File: src/rtl/dot_pkg.sv
// dot_pkg: shared grid constants, tracker state type and tile-to-bit mapping
// for the 12x12 dot map. Used by dot_tracker and the renderer.
package dot_pkg;

  localparam int GRID_W     = 12;
  localparam int GRID_H     = 12;
  localparam int DOT_BITS   = 144;
  localparam int DOT_POINTS = 10;

  typedef enum logic [1:0] {
    IDLE,
    COUNT,
    PLAY,
    CLEAR
  } dot_state_t;

  // Row 0 is the most significant 12-bit group; column 0 is the group's MSB.
  function automatic logic [7:0] tile_index(input logic [3:0] row, input logic [3:0] col);
    int i;
    i = DOT_BITS - 1 - GRID_W * int'(row) - int'(col);
    return 8'(i);
  endfunction

endpackage

File: src/rtl/dot_tile_addr.sv
// dot_tile_addr: combinational (row, col) -> dot-map bit index plus in-range
// flag. Out-of-range tiles report index 0 with in_range low.
module dot_tile_addr
  import dot_pkg::*;
#(
  parameter int GRID_W = dot_pkg::GRID_W,
  parameter int GRID_H = dot_pkg::GRID_H
) (
  input  logic [3:0] row,
  input  logic [3:0] col,
  output logic [7:0] idx,
  output logic       in_range
);

  // Range-check the tile and gate the index so it never points off the map.
  always_comb begin
    in_range = (32'(row) < GRID_H) && (32'(col) < GRID_W);
    idx      = in_range ? tile_index(row, col) : '0;
  end

endmodule

File: src/rtl/dot_tracker.sv
// dot_tracker: live dot map for the current level. Captures the level start
// map on load, counts its dots one bit per cycle, then clears dots as Pac-Man
// eats them and pulses level_clear when the map empties.
// Optional feature macro: DOT_SCORE_EN enables the saturating score
// accumulator; without it score is tied to zero.
module dot_tracker
  import dot_pkg::*;
#(
  parameter int GRID_W     = dot_pkg::GRID_W,
  parameter int GRID_H     = dot_pkg::GRID_H,
  parameter int DOT_POINTS = dot_pkg::DOT_POINTS
) (
  input  logic                Clk,
  input  logic                Reset,
  input  logic                load,
  input  logic [DOT_BITS-1:0] dot_starts,
  input  logic                pac_valid,
  input  logic [3:0]          pac_row,
  input  logic [3:0]          pac_col,
  output logic [DOT_BITS-1:0] dot_map,
  output logic [7:0]          dots_left,
  output logic                ready,
  output logic                eat_pulse,
  output logic                level_clear,
  output logic [15:0]         score
);

  dot_state_t state;
  logic [7:0] scan_idx;
  logic [7:0] addr_idx;
  logic       addr_ok;
  logic [7:0] count_sum;
  logic       eat_fire;

  dot_tile_addr #(
    .GRID_W (GRID_W),
    .GRID_H (GRID_H)
  ) u_addr (
    .row      (pac_row),
    .col      (pac_col),
    .idx      (addr_idx),
    .in_range (addr_ok)
  );

  // Running count during the scan, and the qualified eat event (load wins).
  always_comb begin
    count_sum = dots_left + {7'b0, dot_map[scan_idx]};
    eat_fire  = (state == PLAY) && pac_valid && addr_ok && dot_map[addr_idx] && !load;
  end

  // Tracker FSM: capture, serial dot count, play, cleared.
  always_ff @(posedge Clk) begin
    if (Reset) begin
      state       <= IDLE;
      dot_map     <= '0;
      dots_left   <= '0;
      scan_idx    <= '0;
      ready       <= 1'b0;
      eat_pulse   <= 1'b0;
      level_clear <= 1'b0;
    end else begin
      eat_pulse   <= 1'b0;
      level_clear <= 1'b0;
      if (load) begin
        dot_map   <= dot_starts;
        dots_left <= '0;
        scan_idx  <= '0;
        ready     <= 1'b0;
        state     <= COUNT;
      end else begin
        case (state)
          COUNT: begin
            dots_left <= count_sum;
            scan_idx  <= scan_idx + 8'd1;
            if (scan_idx == 8'(DOT_BITS - 1)) begin
              if (count_sum != '0) begin
                state <= PLAY;
                ready <= 1'b1;
              end else begin
                state       <= CLEAR;
                level_clear <= 1'b1;
              end
            end
          end
          PLAY: begin
            if (eat_fire) begin
              dot_map[addr_idx] <= 1'b0;
              dots_left         <= dots_left - 8'd1;
              eat_pulse         <= 1'b1;
              if (dots_left == 8'd1) begin
                state       <= CLEAR;
                ready       <= 1'b0;
                level_clear <= 1'b1;
              end
            end
          end
          default: ;
        endcase
      end
    end
  end

`ifdef DOT_SCORE_EN
  logic [15:0] score_q;
  logic [16:0] score_sum;

  assign score_sum = {1'b0, score_q} + 17'(DOT_POINTS);

  // Saturating score accumulator; load leaves it untouched.
  always_ff @(posedge Clk) begin
    if (Reset) begin
      score_q <= '0;
    end else if (eat_fire) begin
      score_q <= score_sum[16] ? '1 : score_sum[15:0];
    end
  end

  assign score = score_q;
`else
  assign score = '0;
`endif

endmodule

File: config.mk
export PLATFORM = sky130hd
export DESIGN_NAME = dot_tracker
export DESIGN_NICKNAME = d
export VERILOG_FILES = /design/src/rtl/dot_pkg.sv /design/src/rtl/dot_tile_addr.sv /design/src/rtl/dot_tracker.sv
export SDC_FILE = /design/constraint.sdc
export NUM_CORES = 1
export LEC_CHECK = 0
export CORE_MARGIN = 2
export CORE_UTILIZATION = 45
export DETAILED_ROUTE_END_ITERATION = 6
export PLACE_DENSITY = 0.78
export SKIP_CTS_REPAIR_TIMING = 1
export SYNTH_ARGS = -nofsm -noshare
export SYNTH_HDL_FRONTEND = slang
export SYNTH_SLANG_ARGS = --single-unit
File: constraint.sdc
create_clock -name Clk -period 12.9 [get_ports Clk]
set_input_delay 2.58 -clock Clk [delete_from_list [all_inputs] [get_ports Clk]]
set_output_delay 2.58 -clock Clk [all_outputs]
set_load 0.05 [all_outputs]
Word-level counts from Yosys, hierarchy flattened
Index checks and enable logic that the tools add are counted.
{"block": "word_totals", "wordCells": 81, "output_inout_bits": 171, "inputBits": 156, "regBits": 165}
{"block": "classes", "n_mul": 1, "reduce_logical": 19, "addsub": 5, "n_mux": 29, "eq_ne": 11, "n_bitwise": 3, "order_cmp": 5}
{"operator": "$mux 144", "count": 3}
{"operator": "$and 144x144->144", "count": 1}
{"operator": "$not 144->144", "count": 1}
{"operator": "$lt 8x9->1 const B", "count": 2}
{"operator": "$bmux 1 s8", "count": 2}
{"operator": "$mux 8", "count": 2}
{"operator": "$pmux 8 s2", "count": 1}
{"operator": "$mux 1", "count": 14}
{"operator": "$add 8x1->8", "count": 1}
{"operator": "$add 8x1->8 const B", "count": 1}
{"operator": "$demux 1 s8", "count": 1}
{"operator": "$eq 8x1->1 const B", "count": 1}
{"operator": "$eq 8x8->1 const B", "count": 1}
{"operator": "$ge 8x1->1 const B", "count": 1}
{"operator": "$lt 4x4->1 const B", "count": 2}
{"operator": "$reduce_and 4->1", "count": 2}
{"operator": "$reduce_bool 8->1", "count": 1}
{"operator": "$sub 8x1->8 const B", "count": 1}
{"operator": "$sub 8x5->8", "count": 1}
{"operator": "$sub 8x8->8 const A", "count": 1}
{"operator": "$logic_and 1x1->1", "count": 6}
{"operator": "$mul 2x4->6 const A", "count": 1}
{"operator": "$mux 2", "count": 3}
{"operator": "$ne 2x2->1 const B", "count": 3}
{"operator": "15 further kinds", "count": 20}

Logic depth before layout (Yosys ltp)
{"block": "logic_depth", "depth_word": 13, "ltp_mapped": 17, "ltp_nobuf": 15}

By module
Synthesis repeated with hierarchy kept, for this count alone.
{"block": "hier_totals", "cells_unflattened": 1387, "area_unflattened_um2": 11369.7}
{"mod": "dot_tracker", "cells_per_inst": 1331, "seq_area_each_um2": 3303.2, "n_inst": 1, "area_each_um2": 10958.0}
{"mod": "dot_tile_addr", "cells_per_inst": 56, "seq_area_each_um2": 0.0, "n_inst": 1, "area_each_um2": 411.6}

Worst setup path after synthesis
No wires, ideal clock.
{"block": "synth_timing", "kind": "input-to-reg", "start": "in pac_col[1]", "end": "reg dots_left[6]", "path_slack_ps": 6766, "t_required_ps": 12821, "setup_time_ps": 79, "arrival_time_ps": 6055, "path_stages": 16, "path_buffers": 5, "path_cell_list": "buf_6 > clkbuf_1 > clkbuf_1 > inv_1 > ha_1 > nor3_2 > nor3_2 > buf_2 > nor2_1 > nand2_1 > a32o_1 > o31ai_4 > nand3_2 > buf_2 > or4_1 > o211ai_1"}
{"block": "synth_between", "elab_chain_cells": 9, "elab_cells_between_ends": 11, "cone_classes": "add/sub: 1; order compare: 1; eq/ne: 1; mux: 3; reduce/logical: 5"}
{"element": "start, declared", "line": "dot_tracker.sv:19", "text": "input logic [3:0] pac_col,"}
{"element": "branches (longest 5 deep; another with $sub 8x5->8)"}
{"element": "$logic_and 1x1->1 (*) (2 in series)", "line": "dot_tracker.sv:48", "text": "eat_fire = (state == PLAY) && pac_valid && addr_ok && dot_map[addr_idx] && !load;"}
{"element": "$ne 2x2->1 (no source line) (*)"}
{"element": "$reduce_and 2->1 (no source line) (*)"}
{"element": "end signal, assigned", "line": "dot_tracker.sv:73", "text": "dots_left <= count_sum;"}
{"element": "end signal, assigned", "line": "dot_tracker.sv:88", "text": "dots_left <= dots_left - 8'd1;"}
{"element": "end, declared", "line": "dot_tracker.sv:21", "text": "output logic [7:0] dots_left,"}
Mark *: on every way between the ends. The select of a mux whose other input is x is not followed.
A chain may end at the register's enable or synchronous reset.

Worst setup path in the final report
{"block": "layout_timing", "start": "in pac_row[1]", "end": "reg dot_map[31]"}
{"block": "layout_between", "elab_chain_cells": 13, "elab_cells_between_ends": 23, "cone_classes": "add/sub: 2; mul: 1; order compare: 3; mux: 8; bitwise: 2; reduce/logical: 7"}
{"element": "start, declared", "line": "dot_tracker.sv:18", "text": "input logic [3:0] pac_row,"}
{"element": "$mul 2x4->6", "line": "dot_pkg.sv:20", "text": "i = DOT_BITS - 1 - GRID_W * int'(row) - int'(col);"}
{"element": "$sub 8x8->8", "line": "dot_pkg.sv:20"}
{"element": "$sub 8x5->8", "line": "dot_pkg.sv:20"}
{"element": "$mux 8", "line": "dot_tile_addr.sv:18", "text": "idx = in_range ? tile_index(row, col) : '0;"}
{"element": "$lt 8x9->1 (implied by the code) / $ge 8x1->1 (equally long branches)", "line": "dot_tracker.sv:87", "text": "dot_map[addr_idx] <= 1'b0;"}
{"element": "$logic_and 1x1->1 (implied by the code)", "line": "dot_tracker.sv:87"}
{"element": "$mux 1 (implied by the code)", "line": "dot_tracker.sv:87"}
{"element": "$demux 1 s8", "line": "dot_tracker.sv:87"}
{"element": "$not 144->144 (no source line)"}
{"element": "$and 144x144->144 (no source line)"}
{"element": "$mux 144", "line": "dot_tracker.sv:86", "text": "if (eat_fire) begin"}
{"element": "$mux 144", "line": "dot_tracker.sv:71", "text": "case (state)"}
{"element": "$mux 144", "line": "dot_tracker.sv:64", "text": "if (load) begin"}
{"element": "end signal, assigned", "line": "dot_tracker.sv:65", "text": "dot_map <= dot_starts;"}
{"element": "end, declared", "line": "dot_tracker.sv:20", "text": "output logic [DOT_BITS-1:0] dot_map,"}
Parallel ways exist; a longest one is shown, timed or not. The select of a mux whose other input is x is not followed.

==> impl_metrics.json <==
{
  "layout_commonest_cell": "clkdlybuf4s50_1",
  "cts_root_buf": "clkbuf_16",
  "leakagePower_uw": 0.00490,
  "worstPathArrival_ns": 7.93,
  "wl_mm": 44.2,
  "fin_area_mm2": 0.0142,
  "die_h_um": 157,
  "grt_pass1_vias": 10800,
  "fillers": 2087,
  "internal-power_uw": 1030,
  "finalMaxSlewViolations": 0,
  "finalHoldViolations": 0,
  "seq_area_frac_synth_pct": 31.2,
  "ios": 327,
  "cts_made_buffers": 17,
  "num_vias": 11500,
  "place_congestion": 0.956,
  "place_area_mm2": 0.0136,
  "path_max_fanout": 20,
  "multi_input_area_mm2": 0.00667,
  "grt_antenna_before_repair": 2,
  "ys_warn_count": 0,
  "synthToLayoutAreaGrowth_pct": 34.7,
  "crit_chain": "clkdlybuf4s50_1 > ha_1 > fa_1 > xor2_1 > inv_1 > ha_1 > or4_1 > mux2i_1 > or3_1 > a21o_1 > nand3_2 > nor3_2 > o221ai_1",
  "grt_use_met2_pct": 54.0,
  "synth_area_leaders": "dfxtp_1, mux4_2, o211ai_1",
  "synth_xor_area_share_pct": 1.11,
  "nNetsFinal": 1623,
  "busiest_layer": "met2",
  "crit_path_end_kind": "flip-flop",
  "run_status": "complete, no violations",
  "fin_crit_sh_pct": 59.4,
  "rsz0062_at_grt": "no",
  "synthSimpleGateAreaFrac_pct": 16.8,
  "cts_sinks": 165,
  "sw_frac_of_total_pct": 38.6,
  "post-route-min-period_ns": 7.66,
  "min_path_type": "flip-flop to flip-flop",
  "start_util_pct": 45.4,
  "track_usage_pct": 34.8,
  "total_power_uw": 1680,
  "final_util_pct": 61.2,
  "grt_pass1_wl_mm": 65.0,
  "synth_mux_area_share_pct": 15.1,
  "ant_nets": 0,
  "core_mm2": 0.0233,
  "htreeDepth": 4,
  "drtIter0Drc": 1488,
  "fmax_ghz": 0.131,
  "grt_max_degree": 114,
  "cpMostUsedCell": "ha_1",
  "postSynthCellCount": 1218,
  "num_rows": 56,
  "dieArea_mm2": 0.0247,
  "clkLatencyLatePin_ns": 0.45,
  "synth_top_family_by_area": "compound AO/OA/AOI/OAI gates",
  "fin_skew_ns": 0.0135,
  "powerDensity_mw_per_mm2": 118,
  "cts.reportedPaths.clkPinSlew_ns": 0.07,
  "crit_path_top_delay_cell": "nor3_2",
  "dp_cells": 1746,
  "p_seq_share_pct": 34.8,
  "route.detailed.wl_per_inst_um": 24.8,
  "cts_tree": "done",
  "setup_violations": 0,
  "synth_compound_area_share_pct": 26.8,
  "syn_area_per_cell_um2": 8.68,
  "clkPwrFrac_pct": 32.2,
  "io_buffers": 310,
  "clockBufferDepth": 2,
  "fin_cells": 1779,
  "worstSetupPathType": "input pin to flip-flop",
  "drive_above_1_share_pct": 8.70,
  "grt_overflow_total": 0,
  "drc_errors": 0,
  "combPwrFrac_pct": 33.0,
  "dpl.hpwl_mm": 29.9,
  "worstPathRequired_ns": 13.17,
  "synth_flop_cell": "dfxtp_1",
  "grt_use_met3_pct": 8.70,
  "final_cell_mix": "clkdlybuf4s50_1, nand2_1, dfxtp_1",
  "tns_ns": 0,
  "syn-cell-area_mm2": 0.0106,
  "p_switching_uw": 650,
  "first_pass_iters": 6,
  "grtUsageMet1_pct": 45.8,
  "synth_top_area_share_pct": 31.2,
  "synth_edf_count": 0,
  "vias_per_cell": 6.47,
  "drv_cap": 0,
  "ys_async_sr_fraction_pct": 0,
  "synth_top_area_cell": "dfxtp_1",
  "die_w_um": 157,
  "synth.distinct_cells": 78,
  "layout.area.seq_mm2": 0.00331,
  "max-slew-margin-rel_pct": 23.0,
  "ys_ff_latch": 165,
  "synth_fa_ha_area_share_pct": 2.56,
  "worst_slew_pin_slew_ns": 1.16,
  "crit_path_max_incr_delay_ns": 0.91,
  "start_kind": "input pin",
  "ir_worst_vdd_v": 0.0000924
}
[routing by layer]
layer | wire length [um] | part of all wire (%) | vias up
li1 | - | - | 5088
met4 | 2160 | 4.9 | 2
met3 | 4910 | 11 | 149
met5 | 9 | 0.020 | -
met2 | 20100 | 46 | 779
met1 | 17000 | 38 | 5486
[synth_stat cells (all sizes together), types with 12 or more instances]
master,n
o211ai,133
or3,15
nand3b,20
buf,48
nor2,26
a211oi,12
nand2,188
o31ai,18
nand4,13
a21oi,134
nor3b,14
clkbuf,78
dfxtp,165
o21ai,13
mux4,48
inv,20
nor3,18
nand2b,18
ha,20
mux2,15
nand3,26
o221ai,20
mux2i,35
[worst max-delay path, delay by kind of cell]
family / cells / cell delay, ns
XOR/XNOR: 1 / 0.38
AO/OA/AOI/OAI: 2 / 0.47
multiplexers: 1 / 0.47
adder cells (fa/ha/maj): 3 / 0.90
AND/OR/NAND/NOR: 4 / 2.48
buffers and inverters: 2 / 0.64
[path summary, 6_finish.rpt]
| kind | startpoint | endpoint | slack, ns | cells after the start |
|---|---|---|---|---|
| min reg2reg | scan_idx[7]$_SDFFE_PP0N_ | scan_idx[7]$_SDFFE_PP0N_ | 0.50 | 2 |
| min | scan_idx[7]$_SDFFE_PP0N_ | scan_idx[7]$_SDFFE_PP0N_ | 0.50 | 2 |
| max | pac_row[1] | dot_map[31]$_SDFFE_PP0P_ | 5.24 | 13 |
| max reg2reg | scan_idx[0]$_SDFFE_PP0N_ | state[0]$_SDFFE_PP0P_ | 8.26 | 15 |
[kinds of logic after synthesis]
group	count (synthesis)
flops	165
fa+ha+maj	21
other cells	1
xor+xnor	11
buf+inv	147
mux	98
compound gates	411
simple gates	364
[power groups by stage]
stage / clock [uW] / combinational [uW] / sequential (uW)
floorplan: 0 / 264 / 681
global placement: 0 / 541 / 594
detailed placement: 0 / 545 / 594
CTS: 544 / 548 / 583
global route: 567 / 585 / 588
finish: 543 / 556 / 585
[flip-flops by register name, summed over array words and instances (netlist names)]
| signal | count |
|---|---|
| dot_map | 144 |
| state | 2 |
| eat_pulse | 1 |
| dots_left | 8 |
| ready | 1 |
| level_clear | 1 |
| scan_idx | 8 |
[per-stage QoR]
stage / worst slack [ns] / hold slack, ns
floorplan: 6.77 / 0.460
global placement: 5.01 / 0.481
detailed placement: 4.80 / 0.493
CTS: 5.25 / 0.501
global route: 4.83 / 0.538
finish: 5.24 / 0.501
[area by class of cell]
cell class,instances,area share (%)
Sequential cell,165,23.2
Multi-Input combinational cell,921,46.8
Antenna cell,1,0.0176
Clock inverter,14,1.27
Clock buffer,18,3.08
Timing Repair Buffer,320,22.2
Tap cell,319,2.80
Inverter,21,0.562
Power figures use the tool's default switching activity.
